### src/rtl/fetch_prefetch_pkg.sv
// Shared types and opcodes for the instruction-fetch front end.
package fetch_prefetch_pkg;

    localparam int unsigned XLEN_DEF = 32;

    typedef logic [XLEN_DEF-1:0] data_t;

    localparam logic [6:0] OPC_JAL    = 7'b1101111;
    localparam logic [6:0] OPC_BRANCH = 7'b1100011;

    // One prefetch-queue entry as handed to decode.
    typedef struct packed {
        data_t pc;
        data_t instr;
        logic  taken;
    } fetch_entry_t;

endpackage

### src/rtl/bpred_static.sv
// Static branch predictor: JAL always taken, backward conditional branches taken.
// Ports:
//   pc        address of the instruction being predicted
//   instr     instruction word
//   taken_c   prediction (combinational)
//   target_c  predicted target (combinational, pc when not taken)
module bpred_static
    import fetch_prefetch_pkg::*;
#(
    parameter int unsigned XLEN = 32
)(
    input  logic [XLEN-1:0] pc,
    input  logic [XLEN-1:0] instr,
    output logic            taken_c,
    output logic [XLEN-1:0] target_c
);

    logic [20:0] imm_j;
    logic [12:0] imm_b;

    // Immediates are sign-extended from their encoded width to XLEN.
    always_comb begin
        imm_j    = {instr[31], instr[19:12], instr[20], instr[30:21], 1'b0};
        imm_b    = {instr[31], instr[7], instr[30:25], instr[11:8], 1'b0};
        taken_c  = 1'b0;
        target_c = pc;
        if (instr[6:0] == OPC_JAL) begin
            taken_c  = 1'b1;
            target_c = pc + XLEN'($signed(imm_j));
        end else if (instr[6:0] == OPC_BRANCH && instr[31]) begin
            taken_c  = 1'b1;
            target_c = pc + XLEN'($signed(imm_b));
        end
    end

endmodule

### src/rtl/fetch_fifo.sv
// Synchronous prefetch queue with flush, push, pop and occupancy count.
// Ports:
//   clk, rst_n      clock, asynchronous active-low reset
//   flush           clears pointers and count (wins over push/pop)
//   push/push_data  write one entry at the tail
//   pop             retire the head entry
//   head            entry at the read pointer (undefined while count==0)
//   count           occupancy, 0..DEPTH
module fetch_fifo
    import fetch_prefetch_pkg::*;
#(
    parameter int unsigned DEPTH   = 4,
    parameter type         entry_t = fetch_entry_t,
    localparam int unsigned PW     = $clog2(DEPTH),
    localparam int unsigned CW     = PW + 1
)(
    input  logic          clk,
    input  logic          rst_n,
    input  logic          flush,
    input  logic          push,
    input  entry_t        push_data,
    input  logic          pop,
    output entry_t        head,
    output logic [CW-1:0] count
);

    entry_t        mem [DEPTH];
    logic [PW-1:0] wr_ptr;
    logic [PW-1:0] rd_ptr;

    // Pointers wrap naturally because DEPTH is a power of two.
    always_ff @(posedge clk or negedge rst_n) begin
        if (!rst_n) begin
            wr_ptr <= '0;
            rd_ptr <= '0;
            count  <= '0;
        end else if (flush) begin
            wr_ptr <= '0;
            rd_ptr <= '0;
            count  <= '0;
        end else begin
            if (push) wr_ptr <= wr_ptr + PW'(1);
            if (pop)  rd_ptr <= rd_ptr + PW'(1);
            count <= count + CW'(push) - CW'(pop);
        end
    end

    // Storage needs no reset: head is only consumed while count is nonzero.
    always_ff @(posedge clk) begin
        if (push && !flush) mem[wr_ptr] <= push_data;
    end

    assign head = mem[rd_ptr];

endmodule

### src/rtl/fetch_prefetch.sv
// Instruction-fetch front end: sequential fetch, DEPTH-entry prefetch queue,
// redirect flush with in-flight response discard.
// Build option: define FETCH_BPRED_EN to add static branch prediction on
// responses; otherwise fetch is purely sequential and out_taken is 0.
// Ports:
//   clk, rst_n                       clock, asynchronous active-low reset
//   redirect_valid, redirect_pc      resolved redirect (highest priority)
//   imem_req_valid/ready/addr        fetch request handshake
//   imem_rsp_valid/data              in-order responses, one per accepted request
//   out_valid/ready                  head-of-queue handshake to decode
//   out_pc, out_pc_p4, out_instr,
//   out_taken                        head entry fields (zero while out_valid=0)
module fetch_prefetch
    import fetch_prefetch_pkg::*;
#(
    parameter int unsigned     XLEN     = 32,
    parameter int unsigned     DEPTH    = 4,
    parameter logic [XLEN-1:0] RESET_PC = '0
)(
    input  logic            clk,
    input  logic            rst_n,
    input  logic            redirect_valid,
    input  logic [XLEN-1:0] redirect_pc,
    output logic            imem_req_valid,
    input  logic            imem_req_ready,
    output logic [XLEN-1:0] imem_req_addr,
    input  logic            imem_rsp_valid,
    input  logic [XLEN-1:0] imem_rsp_data,
    output logic            out_valid,
    input  logic            out_ready,
    output logic [XLEN-1:0] out_pc,
    output logic [XLEN-1:0] out_pc_p4,
    output logic [XLEN-1:0] out_instr,
    output logic            out_taken
);

    localparam int unsigned CW = $clog2(DEPTH) + 1;
    localparam int unsigned SW = CW + 1;

    typedef struct packed {
        logic [XLEN-1:0] pc;
        logic [XLEN-1:0] instr;
        logic            taken;
    } entry_t;

    logic [XLEN-1:0] fetch_pc;
    logic [XLEN-1:0] rsp_pc;       // pc of the next response that will be kept
    logic [CW-1:0]   outstanding;
    logic [CW-1:0]   discard;
    logic [CW-1:0]   outstanding_nxt;
    logic [CW-1:0]   count;
    logic            fetch_en;     // holds off requests until the first edge after reset
    logic            accept;
    logic            keep;
    logic            pop;
    logic            pred_taken;
    logic [XLEN-1:0] pred_target;
    entry_t          push_data;
    entry_t          head;

`ifdef FETCH_BPRED_EN
    logic pred_raw;

    bpred_static #(.XLEN(XLEN)) u_bpred (
        .pc       (rsp_pc),
        .instr    (imem_rsp_data),
        .taken_c  (pred_raw),
        .target_c (pred_target)
    );

    assign pred_taken = keep && pred_raw;
`else
    assign pred_taken  = 1'b0;
    assign pred_target = '0;
`endif

    // Queue slots plus in-flight requests never exceed DEPTH, so every response has room.
    assign imem_req_valid  = fetch_en && !redirect_valid &&
                             (({1'b0, count} + {1'b0, outstanding}) < SW'(DEPTH));
    assign imem_req_addr   = fetch_pc;
    assign accept          = imem_req_valid && imem_req_ready;
    assign keep            = imem_rsp_valid && (discard == '0) && !redirect_valid;
    assign pop             = out_valid && out_ready && !redirect_valid;
    assign outstanding_nxt = outstanding + CW'(accept) - CW'(imem_rsp_valid);
    assign push_data       = '{pc: rsp_pc, instr: imem_rsp_data, taken: pred_taken};

    fetch_fifo #(
        .DEPTH   (DEPTH),
        .entry_t (entry_t)
    ) u_fifo (
        .clk       (clk),
        .rst_n     (rst_n),
        .flush     (redirect_valid),
        .push      (keep),
        .push_data (push_data),
        .pop       (pop),
        .head      (head),
        .count     (count)
    );

    // Fetch/response pointers and discard bookkeeping; redirect beats prediction.
    always_ff @(posedge clk or negedge rst_n) begin
        if (!rst_n) begin
            fetch_en    <= 1'b0;
            fetch_pc    <= RESET_PC;
            rsp_pc      <= RESET_PC;
            outstanding <= '0;
            discard     <= '0;
        end else begin
            fetch_en    <= 1'b1;
            outstanding <= outstanding_nxt;
            if (redirect_valid) begin
                fetch_pc <= {redirect_pc[XLEN-1:2], 2'b00};
                rsp_pc   <= {redirect_pc[XLEN-1:2], 2'b00};
                discard  <= outstanding_nxt;
            end else if (pred_taken) begin
                fetch_pc <= pred_target;
                rsp_pc   <= pred_target;
                discard  <= outstanding_nxt;
            end else begin
                if (accept) fetch_pc <= fetch_pc + XLEN'(4);
                if (keep) begin
                    rsp_pc <= rsp_pc + XLEN'(4);
                end else if (imem_rsp_valid) begin
                    discard <= discard - CW'(1);
                end
            end
        end
    end

    // Head fields are masked so an empty queue presents all-zero data.
    assign out_valid = (count != '0);
    assign out_pc    = out_valid ? head.pc            : '0;
    assign out_pc_p4 = out_valid ? head.pc + XLEN'(4) : '0;
    assign out_instr = out_valid ? head.instr         : '0;
    assign out_taken = out_valid && head.taken;

endmodule

### config.mk
export PLATFORM = sky130hd
export DESIGN_NAME = fetch_prefetch
export DESIGN_NICKNAME = d
export VERILOG_FILES = /design/src/rtl/fetch_prefetch_pkg.sv /design/src/rtl/bpred_static.sv /design/src/rtl/fetch_fifo.sv /design/src/rtl/fetch_prefetch.sv
export SDC_FILE = /design/constraint.sdc
export NUM_CORES = 1
export LEC_CHECK = 0
export ABC_AREA = 1
export BUFFER_PORTS_ARGS = -buffer_cell sky130_fd_sc_hd__buf_2
export CELL_PAD_IN_SITES_DETAIL_PLACEMENT = 0
export CELL_PAD_IN_SITES_GLOBAL_PLACEMENT = 1
export CORE_MARGIN = 1
export CORE_UTILIZATION = 41
export CTS_CLUSTER_SIZE = 40
export DETAILED_ROUTE_END_ITERATION = 10
export PLACE_DENSITY = 0.74
export SYNTH_ARGS = -nofsm -noshare
export SYNTH_HDL_FRONTEND = slang
export SYNTH_HIERARCHICAL = 1
export SYNTH_SLANG_ARGS = --single-unit
### constraint.sdc
create_clock -name clk -period 4.9 [get_ports clk]
set_input_delay 0 -clock clk [delete_from_list [all_inputs] [get_ports clk]]
set_output_delay 0 -clock clk [all_outputs]
set_load 0.02 [all_outputs]
==> reports/qor.txt <==
NetSw: 3.340 mW
Max-cap violations: 0
Synth area leader: edfxtp_1
I/O pins: 201
Max-slew violations: 0
Yosys reg bits: 334
Grt ovf: 0
CTS root buf: clkbuf_16
Post-Place Cell Area: 18350 um^2
Routed len/inst: 15.46 um
Core Area: 40740 um^2
Fin crit share: 74.00%
Initial DRC Count: 592
Fill cells: 3828
Top-count cell post-synth: nand2_1
Critical Path RT: 4900 ps
Setup TNS: 0 ps
Multiplexer area fraction after synthesis: 0%
Die width: 205.2 um
Worst-case clock buffer depth: 3
WP data arrival: 3630 ps
P_int: 5.709 mW
Crit Path Max Fanout: 47
DRC: 0
Distinct cells, synth: 41
Initial Utilization: 41.55%
CTS clk-pin slew, worst paths: 60 ps
Syn Std Cell Area: 16930 um^2
XOR/XNOR Fraction of Synth Area: 1.190%
Final setup vio count: 0
Status: finished, final reports clean
Nature of the critical path endpoint: primary output
Leading cell types by count after synthesis: nand2_1, inv_1, edfxtp_1
Power Dens Cells: 447.4 nW/um^2
Slew @ Worst Pin: 942.8 ps
Routed via count: 12960
Final hold vios: 0
Simple-gate share of the synthesized area: 21.57%
H-tree depth: 2
I/O Buffers: 196
Headroom to the max-slew limit: 37.00%
Complex-gate fraction of the synthesized area: 8.981%
Top FF cell, synth: edfxtp_1
Worst skew pair latency: 530 ps
Worst Skew: 12.01 ps
Post-Synth Adder-Cell Area: 1.345%
Sw Share: 36.91%
Share of cells above drive strength 1: 14.51%
Initial antenna violation count: 0
RSZ-0062 raised after global routing: false
Number of synthesized flops with an enable pin: 260
Sequential share of the synthesized area: 57.07%
Vias in the first global route: 12420
Syn Inst Count: 1869
Comb power frac: 31.7%
Setup Crit Path Kind: reg -> out
Synth Warn #: 6
FP Rows: 74
Yosys top cell area share: 46.13%
Num CTS Buffers: 38
VDD IR-drop max: 0.0003688 V
CTS tree: done
Drt first pass iters: 5
Post-route ant nets: 0
Resized cells post-CTS: 0
Die area: 42100 um^2
Final HPWL DP: 27.46 mm
Largest net degree at the start of global routing: 123
Seq pwr share: 38.5%
LEAKAGE: 9.192 nW
CTS sink cnt: 334
Hold Path Class: in -> reg
Gpl congestion: 0.8515
Layout area overhead: 19.50%
Tot GR Track Use: 20.19%
Largest family of logic cells by synthesized area: simple AND/OR/NAND/NOR gates
First-pass GRT wire length: 65.92 mm
Post-Syn Area per Cell: 9.056 um^2
Minimum clock period: 3626 ps
Clock share of power: 29.7%
F_max: 0.2758 GHz
Ant diodes: 0
Die Ht: 205.2 um
Design area: 20230 um^2
Routed wire length: 41.56 mm
Critical Path Start Type: flip-flop
Main area contributors after synthesis: edfxtp_1, nand2_1, dfrtp_1, inv_1, o211ai_1
Fin nets: 2215
Ys async rst share: 22.16%
Vias per inst: 4.819
-- timing repair --
item,4_1_cts,5_1_grt
hold buffers,68,0
endpoints found under the hold margin,230,0
setup buffers,0,0
-- final timing paths --
path | startpoint | to | slack, ps | cells past startpoint
worst max register to register | discard[0] | u_fifo/mem[2][58] | 1780 | 8
min in group asynchronous | rst_n | imem_req_addr[30] | 530 | 4
worst min register to register | imem_req_addr[16] | imem_req_addr[16] | 560 | 2
worst max-delay path | u_fifo/rd_ptr[1] | out_pc_p4[24] | 1270 | 13
worst min-delay path | redirect_valid | u_fifo/count[1] | 110 | 2
max in group asynchronous | rst_n | u_fifo/rd_ptr[1] | 3690 | 4
-- worst max-delay path: stages, from the launching register on --
cell      delay [ps]
dfrtp_2          650
buf_4            600
o211ai_1         170
nand2_1          190
ha_1             210
nand2_1          100
inv_1             80
nand3_1          100
nor2_1           210
nand2_1          180
nor2_1           210
a21oi_1           90
nor2_1           120
buf_2            170
-- area by class of cell --
class / count / area [um^2] / area share (%)
multi-input cells: 1156 / 5692 / 28.14
flip-flops and latches: 334 / 9661 / 47.76
well taps: 532 / 665.6 / 3.291
repair buffers: 278 / 1817 / 8.982
inverters: 320 / 1206 / 5.963
clock buffers: 51 / 1041 / 5.147
clock inverters: 18 / 145.1 / 0.7176
-- sequential cells by signal, summed over array words and instances, names as in the netlist --
| register | flops |
|---|---|
| u_fifo/count | 3 |
| fetch_en | 1 |
| u_fifo/mem | 260 |
| imem_req_addr | 30 |
| u_fifo/rd_ptr | 2 |
| u_fifo/wr_ptr | 2 |
| discard | 3 |
| rsp_pc | 30 |
| outstanding | 3 |
-- power by group through the flow --
stage | logic (mW) | clock network (mW) | registers, mW
5_1_grt | 3.19 | 2.86 | 3.52
6_report | 2.87 | 2.69 | 3.49
2_1_floorplan | 1.97 | 0 | 3.52
3_5_place_dp | 2.86 | 0 | 3.54
4_1_cts | 2.91 | 2.76 | 3.49
3_3_place_gp | 2.84 | 0 | 3.53
-- stage by stage --
| step | total power [mW] | worst slack (ps) | util [%] | std cells | hold slack, ps |
|---|---|---|---|---|---|
| 2_1_floorplan | 5.483 | 272.4 | - | 1882 | -295.6 |
| 3_3_place_gp | 6.375 | 1710 | 45.04 | 2552 | -40.82 |
| 3_5_place_dp | 6.399 | 1696 | 45.04 | 2552 | -38.07 |
| 4_1_cts | 9.159 | 1141 | 49.65 | 2689 | 85.50 |
| 5_1_grt | 9.574 | 832.7 | 49.65 | 2689 | 134.0 |
| 6_report | 9.049 | 1274 | 49.65 | 2689 | 109.1 |
-- cell usage in the layout (no fill, tap or decap), types with 8 or more instances in the layout --
master and n:
nand2_1 497, inv_1 315, edfxtp_1 260, nor2_1 213
buf_2 195, o211ai_1 134, nand3_1 78, dfrtp_1 73
dlygate4sd3_1 67, o21ai_0 39, clkbuf_16 39, a21oi_1 32
nor3_1 24, xor2_1 18, ha_1 15, conb_1 15
nor2_4 14, buf_4 12, clkbuf_1 10, nand2_2 9
nand4_1 8, a31oi_1 8, nor2_2 8
-- cell families after synthesis --
kind of cell	after synthesis
xor+xnor	23
simple gates	873
other cells	2
flops	334
buf+inv	392
fa+ha+maj	17
compound gates	228
-- layer usage --
layer	share of wire, %	track usage, %	vias up
li1	-	-	6605
met1	47	27.37	5998
met2	46	33.68	289
met3	4.3	2.708	65
met4	2.4	6.085	0
met5	0	0	-
No activity file was read; power rests on OpenSTA's default activity.
